==> src/rtl/apb_master.sv <==
// apb_master: single-channel AMBA APB master; turns a transfer strobe plus
// command/address/data words into SETUP/ACCESS phases and returns read data.
// Ports:
//   Pclk, Presetn       - clock, async active-low reset
//   addr_temp[32:0]     - {dir(1=write), addr[31:0]} request word
//   data_temp[31:0]     - write data for the request
//   transfer            - level request strobe
//   Prdata, Pready      - slave read data / ready
//   Psel, Penable       - APB select / enable (decoded from state)
//   Pwrite, Paddr, Pdata- captured direction, address, write data
//   rdata_temp          - last completed read data
module apb_master (
  input  logic        Pclk,
  input  logic        Presetn,
  input  logic [32:0] addr_temp,
  input  logic [31:0] data_temp,
  input  logic        transfer,
  input  logic [31:0] Prdata,
  input  logic        Pready,
  output logic        Psel,
  output logic        Penable,
  output logic        Pwrite,
  output logic [31:0] Paddr,
  output logic [31:0] Pdata,
  output logic [31:0] rdata_temp
);

  typedef enum logic [1:0] {
    IDLE   = 2'd0,
    SETUP  = 2'd1,
    ACCESS = 2'd2
  } state_e;

  state_e      state_q;
  logic        pwrite_q;
  logic [31:0] paddr_q;
  logic [31:0] pdata_q;
  logic [31:0] rdata_q;

  always_ff @(posedge Pclk or negedge Presetn) begin
    if (!Presetn) begin
      state_q  <= IDLE;
      pwrite_q <= 1'b0;
      paddr_q  <= '0;
      pdata_q  <= '0;
      rdata_q  <= '0;
    end else begin
      unique case (state_q)
        IDLE: begin
          if (transfer) begin
            state_q  <= SETUP;
            paddr_q  <= addr_temp[31:0];
            pwrite_q <= addr_temp[32];
            pdata_q  <= data_temp;
          end
        end
        SETUP: begin
          state_q <= ACCESS;
        end
        ACCESS: begin
          if (Pready) begin
            if (!pwrite_q) begin
              rdata_q <= Prdata;
            end
            // Back-to-back: skip IDLE and capture the next request here.
            if (transfer) begin
              state_q  <= SETUP;
              paddr_q  <= addr_temp[31:0];
              pwrite_q <= addr_temp[32];
              pdata_q  <= data_temp;
            end else begin
              state_q <= IDLE;
            end
          end
        end
        default: begin
          state_q <= IDLE;
        end
      endcase
    end
  end

  assign Psel       = (state_q == SETUP) || (state_q == ACCESS);
  assign Penable    = (state_q == ACCESS);
  assign Pwrite     = pwrite_q;
  assign Paddr      = paddr_q;
  assign Pdata      = pdata_q;
  assign rdata_temp = rdata_q;

endmodule

==> config.mk <==
export PLATFORM = sky130hd
export DESIGN_NAME = apb_master
export DESIGN_NICKNAME = d
export VERILOG_FILES = /design/src/rtl/apb_master.sv
export SDC_FILE = /design/constraint.sdc
export NUM_CORES = 1
export LEC_CHECK = 0
export BUFFER_PORTS_ARGS = -buffer_cell sky130_fd_sc_hd__buf_2
export CAP_MARGIN = 20
export CORE_ASPECT_RATIO = 0.9
export CORE_MARGIN = 2
export CORE_UTILIZATION = 30
export DETAILED_ROUTE_END_ITERATION = 12
export SLEW_MARGIN = 30
export SYNTH_ARGS = -nofsm -noshare
export SYNTH_HDL_FRONTEND = slang
export SYNTH_SLANG_ARGS = --single-unit
export TNS_END_PERCENT = 1
==> constraint.sdc <==
create_clock -name Pclk -period 1.9 [get_ports Pclk]
set_input_delay 0.19 -clock Pclk [delete_from_list [all_inputs] [get_ports Pclk]]
set_output_delay 0.19 -clock Pclk [all_outputs]
set_load 0.1 [all_outputs]
==> run summary <==
status -> finished, final reports clean
worst path required time -> 2120 ps
grt met3 use -> 5.68%
Setup Fix Bufs, Post-CTS -> 0
Max clock buf depth -> 2
Die X -> 126 um
Synth Net Count -> 331
GRT Total Usage -> 12.3%
top_reg_cell synth -> dfrtp_1
Ports -> 200
Hold Crit Start -> data_temp[12]
CP bufs+invs -> 2
Crit. End Element -> flop
pin count of the biggest net entering global routing -> 100
Post-Layout Cell Count -> 604
HPWL Detailed -> 6.02 mm
max-slew violation count -> 0
Iter 0 DRT Violations -> 82
EDFF count, synth -> 0
WP data arrival -> 2060 ps
cell with the most instances after synthesis -> dfrtp_1
Post-Route Utilization -> 42.2%
Syn Std Cell Area -> 0.00402 mm2
flop2flop setup slack -> 60 ps
R2R depth -> 6
clk_skew -> 5.10 ps
M2 GR Usage -> 18.4%
area of the multi-input gates -> 0.00145 mm2
ranking of synthesized cells by area -> dfrtp_1, mux2_4, mux2_2, buf_8, ha_1
root buf cell -> clkbuf_16
gr ovfl total -> 0
Clock Latency Late Sink -> 340 ps
final hold vios -> 0
CP delay by family, top -> multiplexers
row count -> 40
RSZ-0062 raised after global routing -> no
vias per cell -> 4.31
slowest stage delay, CP -> 420 ps
vias in the first global route -> 2732
crit path max fanout -> 31
CP startpoint kind -> flop
PortBufs -> 199
first-pass GRT wire length -> 13.9 mm
Rel. slew slack -> 64.7%
sequential share of the synthesized area -> 61.6%
via count -> 2602
Routed Wire Length -> 8.64 mm
Worst Hold Class -> in2reg
DIE AREA -> 0.0143 mm2
Yosys reg bits -> 99
initial antenna violation count -> 0
Placed Cells -> 587
core area -> 0.0132 mm2
Ys Warns -> 0
DP Worst Slack -> 33.4 ps
clk slew on worst S/H paths -> 70 ps
H-tree depth -> 3
clock sink count -> 99
worst r2r dst -> Paddr[5]
Yosys cell types -> 15
logic depth of the worst setup path including buffers -> 6
area grow syn2layout -> 38.8%
drt drc -> 0
worst path cell trace -> inv_2, ha_4, mux2_4, nand2_4, buf_12, mux2_2
Num CTS Buffers -> 9
busiest layer in global routing -> met2
top post-synthesis cells by count -> dfrtp_1, mux2_4, mux2_2
ANT cells -> 0
antenna-violating nets left -> 0
Initial Util -> 30.4%
Mapped Cells -> 225
setup ws final -> 61.6 ps
Period minus WS final -> 1840 ps
Tcrit/Tclk final -> 96.8%
Hold EP -> Pdata[12]
worst slew pin tran -> 529 ps
RR Startpoint -> state_q[0]
routed len/inst -> 14.3 um
die height -> 114 um
first-pass iteration count of the detailed router -> 4
Syn Area/Cell -> 17.9 um2
met1 Use GR -> 15.7%
FILL cells -> 1240
FF+latch area -> 0.00248 mm2
CP Class -> reg2reg
NumNets Final -> 537
worst hold margin -> 73.1 ps
Achievable Freq -> 0.544 GHz
gpl congestion -> 0.695
Setup Viol. Count Final -> 0
slowest CP cell -> dfrtp_1
Synth async-reset ratio -> 100%
CTS tree -> built
post-synth top area share -> 61.6%
maxcap violations -> 0
share of layout cells above drive strength 1 -> 73.6%
Hold Path Depth -> 2
Synth area leader -> dfrtp_1
[kinds of logic after synthesis]
family	Yosys count	synth area share, %
mux	100	32.7
flops	99	61.6
buf+inv	14	3.02
fa+ha+maj	5	1.56
simple gates	4	0.560
compound gates	3	0.498
[flip-flops by register name, indices dropped and copies added, names as in the netlist]
register and cells:
Pdata 32, state_q 2, rdata_temp 32, Paddr 32, Pwrite 1
[layout by cell type, fill, tap and decap left out, drive strengths merged]
cell type and count:
mux2i 1, buf 204, clkinv 1, clkbuf 12
o2bb2ai 1, nand2 1, nand3b 2, inv 4
clkinvlp 1, mux2 99, o21ai 1, dlygate4sd3 1
bufinv 2, dfrtp 99, o22ai 1, ha 5
nor2 1
[worst reg2reg max path: stages (launching register included)]
cell	delay, ps
dfrtp_1	420
inv_2	120
ha_4	160
mux2_4	310
nand2_4	100
buf_12	240
mux2_2	390
[how the worst max path moves through the flow]
stage	startpoint	to	slack (ps)
5_1_grt	state_q[0]	Paddr[5]	7
4_1_cts	state_q[0]	Paddr[0]	30
3_5_place_dp	state_q[0]	Paddr[0]	30
3_3_place_gp	state_q[0]	Paddr[0]	90
6_report	state_q[0]	Paddr[5]	60
2_1_floorplan	state_q[0]	Paddr[12]	-70
[layout make-up]
type / instances / share of cell area [%]
clock buffers: 12 / 4.60
flip-flops and latches: 99 / 44.4
clock inverters: 4 / 1.30
well taps: 168 / 3.77
multi-input cells: 112 / 25.9
inverters: 4 / 0.269
repair buffers: 205 / 19.8
[layer usage]
layer	vias to the layer above	wire length [um]
li1	1197	-
met1	1277	3810
met2	116	3870
met3	12	794
met4	0	165
met5	-	0
[timing repair]
action,4_1_cts,5_1_grt
setup endpoints to repair,0,1
endpoints found under the hold margin,99,0
hold buffers,1,0
gates resized for setup,0,2
[per-stage QoR]
stage | setup TNS [ps] | instance area, um2
final | 0 | 5580
after global routing | 0 | 5580
after CTS | 0 | 5570
after detailed placement | 0 | 5230
after global placement | 0 | 5230
after floorplan | -3530 | 4040
Power is not shown: default switching activity piles up to over one toggle a cycle in this logic, so the estimate is an artifact.
